==> config.mk <==
export PLATFORM = sky130hd
export DESIGN_NAME = net_router_input_queue_sep
export DESIGN_NICKNAME = d
export VERILOG_FILES = /design/src/rtl/net_router_input_queue_sep.sv
export SDC_FILE = /design/constraint.sdc
export NUM_CORES = 1
export LEC_CHECK = 0
export ABC_CLOCK_PERIOD_IN_PS = 5000
export BUFFER_PORTS_ARGS = -buffer_cell sky130_fd_sc_hd__buf_2
export CORE_ASPECT_RATIO = 1.75
export CORE_MARGIN = 2
export CORE_UTILIZATION = 45
export DETAILED_ROUTE_END_ITERATION = 16
export GPL_TIMING_DRIVEN = 0
export SLEW_MARGIN = 25
export SYNTH_ARGS = -nofsm -noshare
export SYNTH_HDL_FRONTEND = slang
export SYNTH_SLANG_ARGS = --single-unit
==> constraint.sdc <==
create_clock -name clk -period 5 [get_ports clk]
set_input_delay 0.5 -clock clk [delete_from_list [all_inputs] [get_ports clk]]
set_output_delay 0.5 -clock clk [all_outputs]
set_load 0.02 [all_outputs]
==> src/rtl/net_router_input_queue_sep.sv <==
// Router input stage: steers each incoming message by its security-domain tag
// into one of two fully independent circular FIFOs, each with a val/rdy head.
module net_router_input_queue_sep #(
  parameter  int unsigned p_num_routers = 8,
  parameter  int unsigned p_msg_nbits   = 44,
  parameter  int unsigned p_num_entries = 4,
  localparam int unsigned c_dest_nbits  = $clog2(p_num_routers),
  localparam int unsigned c_cnt_nbits   = $clog2(p_num_entries) + 1
) (
  input  logic                    clk,
  input  logic                    reset,
  input  logic                    in_val,
  output logic                    in_rdy,
  input  logic [p_msg_nbits-1:0]  in_msg,
  input  logic                    in_domain,
  output logic                    out_val_d1,
  input  logic                    out_rdy_d1,
  output logic [p_msg_nbits-1:0]  out_msg_d1,
  output logic [c_dest_nbits-1:0] out_dest_d1,
  output logic                    out_val_d2,
  input  logic                    out_rdy_d2,
  output logic [p_msg_nbits-1:0]  out_msg_d2,
  output logic [c_dest_nbits-1:0] out_dest_d2,
  output logic [c_cnt_nbits-1:0]  count_d1,
  output logic [c_cnt_nbits-1:0]  count_d2
);

  localparam int unsigned             c_ptr_nbits = $clog2(p_num_entries);
  localparam logic [c_cnt_nbits-1:0]  c_full      = c_cnt_nbits'(p_num_entries);

  logic [1:0]             q_rdy;
  logic [1:0]             q_val;
  logic [p_msg_nbits-1:0] q_msg [2];
  logic [c_cnt_nbits-1:0] q_cnt [2];

  assign q_rdy = {out_rdy_d2, out_rdy_d1};

  // Readiness looks only at the selected queue's count, never at a same-cycle
  // dequeue, so a full queue refuses input even while draining.
  assign in_rdy = in_domain ? (q_cnt[1] != c_full) : (q_cnt[0] != c_full);

  for (genvar d = 0; d < 2; d++) begin : g_dom
    logic [p_msg_nbits-1:0] mem [p_num_entries];
    logic [c_ptr_nbits-1:0] head;
    logic [c_ptr_nbits-1:0] tail;
    logic [c_cnt_nbits-1:0] cnt;
    logic                   enq;
    logic                   deq;

    assign enq = in_val && in_rdy && (in_domain == 1'(d));
    assign deq = (cnt != '0) && q_rdy[d];

    // Depth is a power of two, so natural pointer overflow is the modulo wrap.
    always_ff @(posedge clk or negedge reset) begin
      if (!reset) begin
        head <= '0;
        tail <= '0;
        cnt  <= '0;
      end else begin
        if (enq) tail <= tail + 1'b1;
        if (deq) head <= head + 1'b1;
        case ({enq, deq})
          2'b10:   cnt <= cnt + 1'b1;
          2'b01:   cnt <= cnt - 1'b1;
          default: cnt <= cnt;
        endcase
      end
    end

    always_ff @(posedge clk) begin
      if (enq) mem[tail] <= in_msg;
    end

    assign q_cnt[d] = cnt;
    assign q_val[d] = (cnt != '0);
    assign q_msg[d] = q_val[d] ? mem[head] : '0;
  end

  assign out_val_d1  = q_val[0];
  assign out_msg_d1  = q_msg[0];
  assign out_dest_d1 = out_msg_d1[p_msg_nbits-1 -: c_dest_nbits];
  assign count_d1    = q_cnt[0];

  assign out_val_d2  = q_val[1];
  assign out_msg_d2  = q_msg[1];
  assign out_dest_d2 = out_msg_d2[p_msg_nbits-1 -: c_dest_nbits];
  assign count_d2    = q_cnt[1];

endmodule

==> results of run 1 <==
[critical path, delay by kind of cell (launching register included)]
family                 cells  cell delay [ps]
buffers and inverters      3             1110
and+or+nand+nor            2              440
DFF                        1              430
[layer usage]
layer  GRT usage, %  vias up  part of all wire, %
met5              0        -                0.069
met4           5.47        4                  2.0
met3           3.08       47                  4.3
met2           35.4      172                   57
met1           21.1     3550                   36
li1               -     2949                    -
[cells by family after synthesis]
family | Yosys count | synth area share, %
AO/OA/AOI/OAI | 3 | 0.115
multiplexers | 91 | 14.2
flip-flops | 366 | 76.9
XOR/XNOR | 12 | 0.740
buffers and inverters | 49 | 2.05
adder cells (fa/ha/maj) | 12 | 1.16
AND/OR/NAND/NOR | 110 | 4.80
[worst paths after layout]
path	startpoint	end	slack (ps)	depth (start not counted)
max	count_d2[0]$_DFFE_PN0P_	out_msg_d2[23]	2000	5
min	in_msg[20]	g_dom[0].mem[3][20]$_DFFE_PP_	250	1
max reg2reg	count_d2[0]$_DFFE_PN0P_	count_d2[2]$_DFFE_PN0P_	2420	9
min reg2reg	count_d1[2]$_DFFE_PN0P_	count_d1[2]$_DFFE_PN0P_	550	1
max in group asynchronous	reset	count_d1[1]$_DFFE_PN0P_	4320	2
min in group asynchronous	reset	count_d2[1]$_DFFE_PN0P_	420	2
[final cells by class]
cell class,instances,area (um^2)
Fill cell,2422,14600
Clock inverter,10,71.3
Tap cell,396,495
Clock buffer,49,981
Antenna cell,2,5.00
Timing Repair Buffer,161,931
Inverter,12,45.0
Multi-Input combinational cell,228,3000
Sequential cell,366,10900
Buffer,37,246
[cells in the mapped netlist (all sizes together)]
master  instances  area [um^2]
nand3           2         10.0
nor2            4         15.0
a21oi           1         5.00
mux2            2         26.3
mux4           88         1980
buf            28          213
or3b            1         8.76
xnor2           6         52.6
mux2i           1         10.0
nand2           2         7.51
o21ai           1         5.00
fa              2         40.0
and3b           1         8.76
edfxtp        352        10600
clkbuf          9         33.8
inv            12         45.0
and2           98          618
xor2            6         52.6
or3             2         13.8
dfrtp          14          350
a31oi           1         6.26
ha             10          125
[cell usage in the layout, fill, tap and decap left out, types with 2 or more instances in the layout]
master	Yosys	routed
buf_12	0	8
xnor2_1	6	6
clkinv_2	0	6
clkbuf_16	0	37
nand3_1	2	2
buf_6	8	8
clkinv_1	0	3
ha_1	10	10
fa_1	2	2
clkbuf_1	9	20
buf_2	11	163
edfxtp_1	352	352
buf_4	9	9
and2_4	0	8
inv_1	12	12
dfrtp_1	14	14
nand2_1	2	2
nor2_1	4	4
and2_1	94	90
xor2_1	6	6
mux4_2	88	88
diode_2	0	2
[power by group through the flow]
stage	combinational, W	clock, W	sequential [W]
finish	0.00388	0.00247	0.00386
detailed placement	0.00398	0	0.00393
floorplan	0.00260	0	0.00393
global route	0.00416	0.00265	0.00389
CTS	0.00399	0.00252	0.00387
global placement	0.00386	0	0.00392
[metrics by stage]
step	cells	util, %	worst slack (ps)	total power, W
after global routing	1260	53.3	1820	0.0107
after global placement	1191	49.4	1380	0.00779
after floorplan	643	-	2530	0.00653
final	1261	53.3	2000	0.0102
after detailed placement	1199	49.9	2370	0.00791
after CTS	1259	53.3	1830	0.0104
[flip-flops by register name, indices dropped and copies added (netlist names)]
register / cells
count_d1: 3
g_dom.mem: 352
count_d2: 3
g_dom.tail: 4
g_dom.head: 4
==> impl_metrics.csv, run 1 <==
group,metric,value,unit
outcome,status,"complete, no violations",
floorplanning,pin_count,153,
global_route,grt.overflow.total,0,
setup_path,critPathArrivalTime,2500,ps
power_and_ir_drop,worst_ir_drop_vdd,0.000407,V
sta,grt_setup_unrepaired,"no",
setup_path,critPathSlowestCell,"clkbuf_1",
cells_and_area,drive_gt1_share,38.5,%
route,ant_nets,0,
route,first_pass_iters,4,
sta,fin_hold_ws,253,ps
power_and_ir_drop,power_frac_clock,24.2,%
sta,relSlewSlack,59.8,%
floorplanning,die_w,138,um
setup_path,critPathLaunchType,"flip-flop",
setup_path,path_cells,"or3_1 > clkbuf_1 > clkbuf_1 > and2_1 > buf_2",
min_path,hp-class,"in2reg",
yosys,synth_cell_type_count,27,
yosys,synth_nets,705,
sta,slew_viol_final,0,
global_route,grt_pass1_vias,7345,
power_and_ir_drop,powerDensity,612,nW/um^2
placed_design,dpl_cell_area,15600,um^2
global_route,antenna_found_initial,3,
route,routed-via-count,6722,
clocking,ctsHtreeMaxLevel,2,
clocking,post_cts_buffers,0,
global_route,grtUsageTotal,18.5,%
placed_design,gp_congestion,0.691,
yosys,syn-cell-area,14200,um^2
sta,max_slew.worst_pin.slew,603,ps
sta,fmax,334,MHz
placed_design,portBuffers,152,
yosys,yosysSeqAreaShare,76.9,%
power_and_ir_drop,leakage,5.75,nW
sta,fin_skew,13.1,ps
clocking,cts_tree,"done",
cells_and_area,syn_to_final_growth,17.6,%
clocking,hold_buffers,1,
setup_path,crit_path_max_incr_delay,480,ps
sta,hold_viol,0,
setup_path,critical_path_class,"reg2out",
power_and_ir_drop,p_comb_share,38.0,%
global_route,grt_max_degree,25,
setup_path,critPathCaptureType,"output port",
power_and_ir_drop,p_int,0.00679,W
floorplanning,start_util,45.3,%
power_and_ir_drop,switching_power,0.00343,W
sta,finalSetupViolations,0,
clocking,cts_buffers,34,
route,via_per_inst,5.33,
clocking,cts_resized,0,
clocking,clkSinkCount,366,
route,routed_wl,30400,um
flow_run,max-cap-violations,0,
sta,min_period_over_period,59.9,%
yosys,syn_inst,643,
cells_and_area,nets,902,
sta,layout_min_cycle_time,3000,ps
power_and_ir_drop,seqPwrFrac,37.8,%
clocking,clk_pin_slew,60,ps
yosys,synth_seq_cells,366,
clocking,cts_root_buf,"clkbuf_16",
placed_design,dp_hpwl,19300,um
floorplanning,core_area,31300,um^2
floorplanning,rows,86,
sta,tns,0,ps
route,wl_per_cell,24.1,um
route,drt_iter0_drc,418,
clocking,cts_buffer_depth,3,
route,drc,0,
setup_path,path_common_cell,"clkbuf_1",
yosys,yosysWarnings,0,
setup_path,path_max_fanout,10,
cells_and_area,fin_area,16700,um^2
power_and_ir_drop,switching_share,33.5,%
floorplanning,fp.dieArea,33000,um^2
global_route,grt_pass1_wl,45200,um
setup_path,required,4500,ps
floorplanning,die_h,239,um
yosys,avgSynthCellArea,22.1,um^2
clocking,insertion_delay,510,ps
Power figures use the tool's default switching activity.
==> inputs of run 2 (changes only) <==
--- a/config.mk
+++ b/config.mk
@@ -5,13 +5,14 @@
 export SDC_FILE = /design/constraint.sdc
 export NUM_CORES = 1
 export LEC_CHECK = 0
-export ABC_CLOCK_PERIOD_IN_PS = 5000
+export ABC_CLOCK_PERIOD_IN_PS = 2500
 export BUFFER_PORTS_ARGS = -buffer_cell sky130_fd_sc_hd__buf_2
 export CORE_ASPECT_RATIO = 1.75
 export CORE_MARGIN = 2
 export CORE_UTILIZATION = 45
 export DETAILED_ROUTE_END_ITERATION = 16
 export GPL_TIMING_DRIVEN = 0
+export PLACE_DENSITY = 0.66
 export SLEW_MARGIN = 25
 export SYNTH_ARGS = -nofsm -noshare
 export SYNTH_HDL_FRONTEND = slang
==> constraint.sdc (replaced) <==
create_clock -name clk -period 2.5 [get_ports clk]
set_input_delay 0.25 -clock clk [delete_from_list [all_inputs] [get_ports clk]]
set_output_delay 0.25 -clock clk [all_outputs]
set_load 0.02 [all_outputs]
==> run 2 against run 1 <==
- final cell count grew 3.9%
- wire length shrank 1.7%
- register-to-register slack lost 2300 ps
- via count grew 1.5%
- critical path type unchanged
- critical endpoint is now out_msg_d2[20]
- highest routed layer is now met4
==> impl_metrics.csv, run 2 (synthesis results as in run 1) <==
group,metric,value,unit
route,drt_iter0_drc,509,
cells_and_area,largest_register_ffs,352,
sta,max_slew.worst_pin.slew,790,ps
global_route,grt_pass1_wl,44600,um
cells_and_area,final_common_cell,"edfxtp_1",
floorplanning,rows,86,
clocking,cts_root_buf,"clkbuf_16",
power_and_ir_drop,worst_ir_drop_vdd,0.000601,V
global_route,grt_pass1_vias,7401,
global_route,antenna_found_initial,0,
sta,fmax,409,MHz
setup_path,required,2250,ps
setup_path,critical_path_class,"reg2out",
sta,finalSetupViolations,0,
clocking,cts_tree,"done",
outcome,status,"complete, no violations",
sta,layout_min_cycle_time,2450,ps
sta,min_period_over_period,97.9,%
sta,slew_viol_final,0,
cells_and_area,top_register,"g_dom.mem",
cells_and_area,antenna_cells,0,
placed_design,dp_hpwl,18400,um
placed_design,portBuffers,152,
route,wl_per_cell,22.8,um
route,first_pass_iters,4,
sta,fin_hold_ws,119,ps
global_route,grt.overflow.total,0,
sta,relSlewSlack,47.3,%
cells_and_area,final_util,54.9,%
power_and_ir_drop,leakage,5.97,nW
route,routed-via-count,6820,
setup_path,reg2reg_depth,11,
floorplanning,start_util,45.3,%
route,routed_wl,29900,um
placed_design,gp_congestion,0.706,
cells_and_area,largestRegisters,"g_dom.mem x352, g_dom.head x4, g_dom.tail x4",
route,drc,0,
setup_path,critPathLaunchType,"flip-flop",
power_and_ir_drop,powerDensity,1180,nW/um^2
cells_and_area,syn_to_final_growth,21.0,%
route,ant_nets,0,
floorplanning,fp.dieArea,33000,um^2
clocking,cts_buffers,31,
route,via_per_inst,5.21,
clocking,cts_buffer_depth,3,
clocking,insertion_delay,560,ps
floorplanning,core_area,31300,um^2
sta,fin_skew,11.4,ps
cells_and_area,final_cell_mix,"352 x edfxtp_1, 153 x buf_2, 88 x mux4_2, 88 x and2_1, 47 x dlygate4sd3_1",
placed_design,dp_slack,-96.2,ps
min_path,hp-class,"in2async",
global_route,grt_max_degree,45,
sta,grt_setup_unrepaired,"no",
setup_path,critPathCaptureType,"output port",
clocking,clk_pin_slew,70,ps
setup_path,path_max_fanout,10,
clocking,ctsHtreeMaxLevel,1,
cells_and_area,nets,953,
floorplanning,die_h,239,um
clocking,clkSinkCount,366,
cells_and_area,drive_gt1_share,38.1,%
floorplanning,pin_count,153,
sta,worst_slack,52.4,ps
global_route,grtUsageTotal,18.1,%
sta,hold_viol,0,
floorplanning,die_w,138,um
flow_run,max-cap-violations,0,
setup_path,critPathArrivalTime,2200,ps
[run 2: changes by cell type in the layout (fill, tap and decap cells not counted), moves of 6 or more]
| cell | before | now |
|---|---|---|
| clkbuf_16 | 37 | 31 |
| clkbuf_1 | 20 | 7 |
| buf_2 | 163 | 153 |
| dlygate4sd3_1 | 1 | 47 |
| clkbuf_4 | 0 | 6 |
| clkinv_1 | 3 | 12 |
| buf_4 | 9 | 21 |
[run 2: layout make-up]
class	instances	area (um^2)
clock inverter	18	78.8
tap	396	495
clock buffer	38	802
fill	2391	14100
inverter	12	45.0
buffer	37	382
multi-input combinational	228	3020
sequential	366	10900
timing repair buffer	215	1440
[run 2: worst max-delay path, cell delays in order (launching register included)]
cell	delay (ps)
dfrtp_2	450
or3_4	420
clkbuf_8	190
clkbuf_4	210
and2_1	200
buf_2	170
[run 2: path summary, 6_finish.rpt]
kind	slack (ps)	to	startpoint
min in group clk	190	g_dom[1].tail[0]$_DFFE_PN0P_	in_val
setup reg to reg	90	count_d1[2]$_DFFE_PN0P_	count_d1[1]$_DFFE_PN0P_
max in group asynchronous	2110	count_d2[0]$_DFFE_PN0P_	reset
hold reg to reg	530	count_d2[0]$_DFFE_PN0P_	count_d2[0]$_DFFE_PN0P_
setup / recovery	50	out_msg_d2[20]	count_d2[0]$_DFFE_PN0P_
hold / removal	120	count_d2[0]$_DFFE_PN0P_	reset
[run 2: metrics by stage]
step	area, um^2	setup TNS (ps)	std cells	total power, W
after floorplan	14200	0	643	0.0131
after global placement	15500	-212730	1191	0.0156
after detailed placement	15500	-96.2	1195	0.0158
after CTS	17200	0	1310	0.0206
after global routing	17200	0	1310	0.0213
final	17200	0	1310	0.0204
[run 2: where the power goes]
group	internal [W]	switching, W
logic	0.00369	0.00463
clock network	0.00226	0.00205
registers	0.00750	0.000218
total	0.0135	0.00690
[run 2: metal layers]
metal,track usage [%],part of all wire [%]
met1,20.3,37
met2,35.1,57
met3,2.32,3.3
met4,6.46,2.9
met5,0,0
[run 2: what timing repair did]
action / 4_1_cts / 5_1_grt
pin swaps: 0 / 3
cloned: 0 / 0
setup buffers: 12 / 0
setup endpoints to repair: 90 / 24
endpoints found under the hold margin: 368 / 0
hold buffers: 47 / 0
resized for setup: 41 / 14
==> inputs of run 3 (changes only) <==
--- a/config.mk
+++ b/config.mk
@@ -9,10 +9,9 @@
 export BUFFER_PORTS_ARGS = -buffer_cell sky130_fd_sc_hd__buf_2
 export CORE_ASPECT_RATIO = 1.75
 export CORE_MARGIN = 2
-export CORE_UTILIZATION = 45
+export CORE_UTILIZATION = 25
 export DETAILED_ROUTE_END_ITERATION = 16
 export GPL_TIMING_DRIVEN = 0
-export PLACE_DENSITY = 0.66
 export SLEW_MARGIN = 25
 export SYNTH_ARGS = -nofsm -noshare
 export SYNTH_HDL_FRONTEND = slang
==> run 3 against run 2 <==
- clock power up 19%
- die area up 78%
- via count up 1.3%
- design area up 4.9%
- worst setup slack better by 14 ps
- critical path depth up 1
- largest cell class unchanged
- largest power group unchanged
==> impl_metrics.csv, run 3 (synthesis results as in run 1) <==
group,metric,value,unit
setup_path,cpLargestDelayFamily,"buffers and inverters",
cells_and_area,top_register,"g_dom.mem",
setup_path,critPathSlowestCell,"mux4_2",
setup_path,critPathArrivalTime,2180,ps
floorplanning,pin_count,153,
floorplanning,start_util,25.3,%
clocking,cts_buffers,31,
sta,grt_setup_unrepaired,"yes",
route,drc,0,
floorplanning,fp.dieArea,58800,um^2
cells_and_area,final_cell_mix,"352 x edfxtp_1, 145 x buf_2, 88 x mux4_2",
sta,tns,0,ps
global_route,grtUsageTotal,11.6,%
global_route,grt_pass1_vias,7602,
placed_design,dp_hpwl,22700,um
sta,slew_viol_final,0,
route,routed_wl,33900,um
placed_design,portBuffers,152,
floorplanning,core_area,56100,um^2
setup_path,critPathCaptureType,"output port",
sta,fmax,411,MHz
global_route,grt.overflow.total,0,
clocking,clk_pin_slew,70,ps
route,first_pass_iters,4,
setup_path,crit_path_max_incr_delay,490,ps
cells_and_area,final_common_cell,"edfxtp_1",
flow_run,max-cap-violations,0,
floorplanning,die_h,319,um
sta,max_slew.worst_pin.slew,769,ps
setup_path,critPathBufInv,4,
cells_and_area,final_util,32.1,%
setup_path,path_cells,"buf_12 > buf_12 > buf_4 > mux4_2 > and2_4 > buf_4",
cells_and_area,seq_area,10900,um^2
clocking,cts_tree,"done",
power_and_ir_drop,worst_ir_drop_vdd,0.000507,V
sta,fin_skew,14.4,ps
cells_and_area,largest_register_ffs,352,
clocking,cts_buffer_depth,3,
power_and_ir_drop,powerDensity,1210,nW/um^2
cells_and_area,largestRegisters,"g_dom.mem x352, g_dom.head x4, g_dom.tail x4",
cells_and_area,syn_to_final_growth,27.0,%
sta,finalSetupViolations,0,
power_and_ir_drop,leakage,6.20,nW
setup_path,required,2250,ps
setup_path,critical_path_class,"reg2out",
cells_and_area,nets,968,
route,ant_nets,0,
clocking,insertion_delay,570,ps
cells_and_area,drive_gt1_share,41.4,%
sta,hold_viol,0,
sta,layout_min_cycle_time,2430,ps
global_route,antenna_found_initial,1,
sta,relSlewSlack,48.7,%
route,via_per_inst,4.23,
floorplanning,die_w,184,um
cells_and_area,nFillCells,5386,
clocking,clkSinkCount,366,
placed_design,gp_congestion,0.683,
route,drt_iter0_drc,355,
sta,min_period_over_period,97.3,%
cells_and_area,antenna_cells,0,
global_route,grt_max_degree,27,
global_route,grt_pass1_wl,49200,um
cells_and_area,multi_input_area,3050,um^2
setup_path,path_max_fanout,8,
route,wl_per_cell,20.7,um
clocking,ctsHtreeMaxLevel,1,
outcome,status,"complete, no violations",
setup_path,critPathLaunchType,"flip-flop",
route,routed-via-count,6910,
floorplanning,rows,115,
clocking,cts_root_buf,"clkbuf_16",
min_path,hp-class,"in2async",
## run 3: changes by cell type in the layout (fill, tap and decap cells not counted), moves of 3 or more
cell and change:
bufinv_16 +6, and2_4 +10, clkbuf_4 -4, and2_1 -11
clkinv_1 -10, buf_4 +17, buf_6 +3, clkbuf_8 +7
buf_2 -8, buf_12 +6
## run 3: final timing paths
path | startpoint | end | slack, ps | cells past startpoint
setup / recovery | g_dom[0].head[0]$_DFFE_PN0P_ | out_msg_d1[39] | 70 | 6
hold / removal | reset | count_d1[2]$_DFFE_PN0P_ | 120 | 2
setup reg to reg | count_d1[1]$_DFFE_PN0P_ | count_d1[2]$_DFFE_PN0P_ | 150 | 11
hold reg to reg | count_d1[2]$_DFFE_PN0P_ | count_d1[2]$_DFFE_PN0P_ | 540 | 1
max in group asynchronous | reset | count_d2[0]$_DFFE_PN0P_ | 2100 | 2
min in group clk | in_val | g_dom[0].tail[0]$_DFFE_PN0P_ | 160 | 4
## run 3: timing repair
action | in CTS | in global routing
resized for setup | 71 | 24
setup buffers | 19 | 5
endpoints found under the setup margin | 92 | 27
endpoints found under the hold margin | 368 | 0
pin swaps | 0 | 2
hold buffers | 47 | 0
## run 3: layout make-up
| cell class | instances | share of cell area [%] |
|---|---|---|
| clock buffers | 41 | 4.62 |
| well taps | 702 | 4.87 |
| flip-flops and latches | 366 | 60.6 |
| inverters | 12 | 0.250 |
| plain buffers | 36 | 2.47 |
| repair buffers | 231 | 8.96 |
| multi-input cells | 228 | 16.9 |
| clock inverters | 17 | 1.36 |
## run 3: stage by stage
step / cell area, um^2 / std cells / power [W] / hold WS (ps) / setup WS (ps)
final: 18000 / 1633 / 0.0217 / 123 / 66.4
after global routing: 18000 / 1633 / 0.0229 / 140 / -7.07
after CTS: 17900 / 1629 / 0.0220 / 103 / -6.16
after detailed placement: 16000 / 1505 / 0.0161 / 180 / -185
after global placement: 15800 / 1497 / 0.0159 / 176 / -1320
after floorplan: 14200 / 643 / 0.0131 / -45.6 / 27.9
## run 3: worst register-to-register path, cell delays in order (launching register included)
cell,delay [ps]
dfrtp_1,390
buf_4,150
or3b_4,390
and3b_1,190
buf_6,130
inv_1,60
ha_2,170
inv_1,50
fa_2,330
xor2_1,140
nor2_1,130
xor2_1,150
## run 3: routing by layer
layer / global-route usage [%] / wire length, um / share of wire (%)
met5: 0 / 14 / 0.041
met2: 22.4 / 18800 / 56
met3: 1.74 / 1440 / 4.3
met1: 12.9 / 12800 / 38
met4: 3.52 / 813 / 2.4
## run 3: power by group
part	leakage, nW	total, W	switching [W]	internal [W]
combinational	2.32	0.00891	0.00485	0.00406
sequential	3.36	0.00770	0.000207	0.00750
clock	0.522	0.00512	0.00215	0.00297
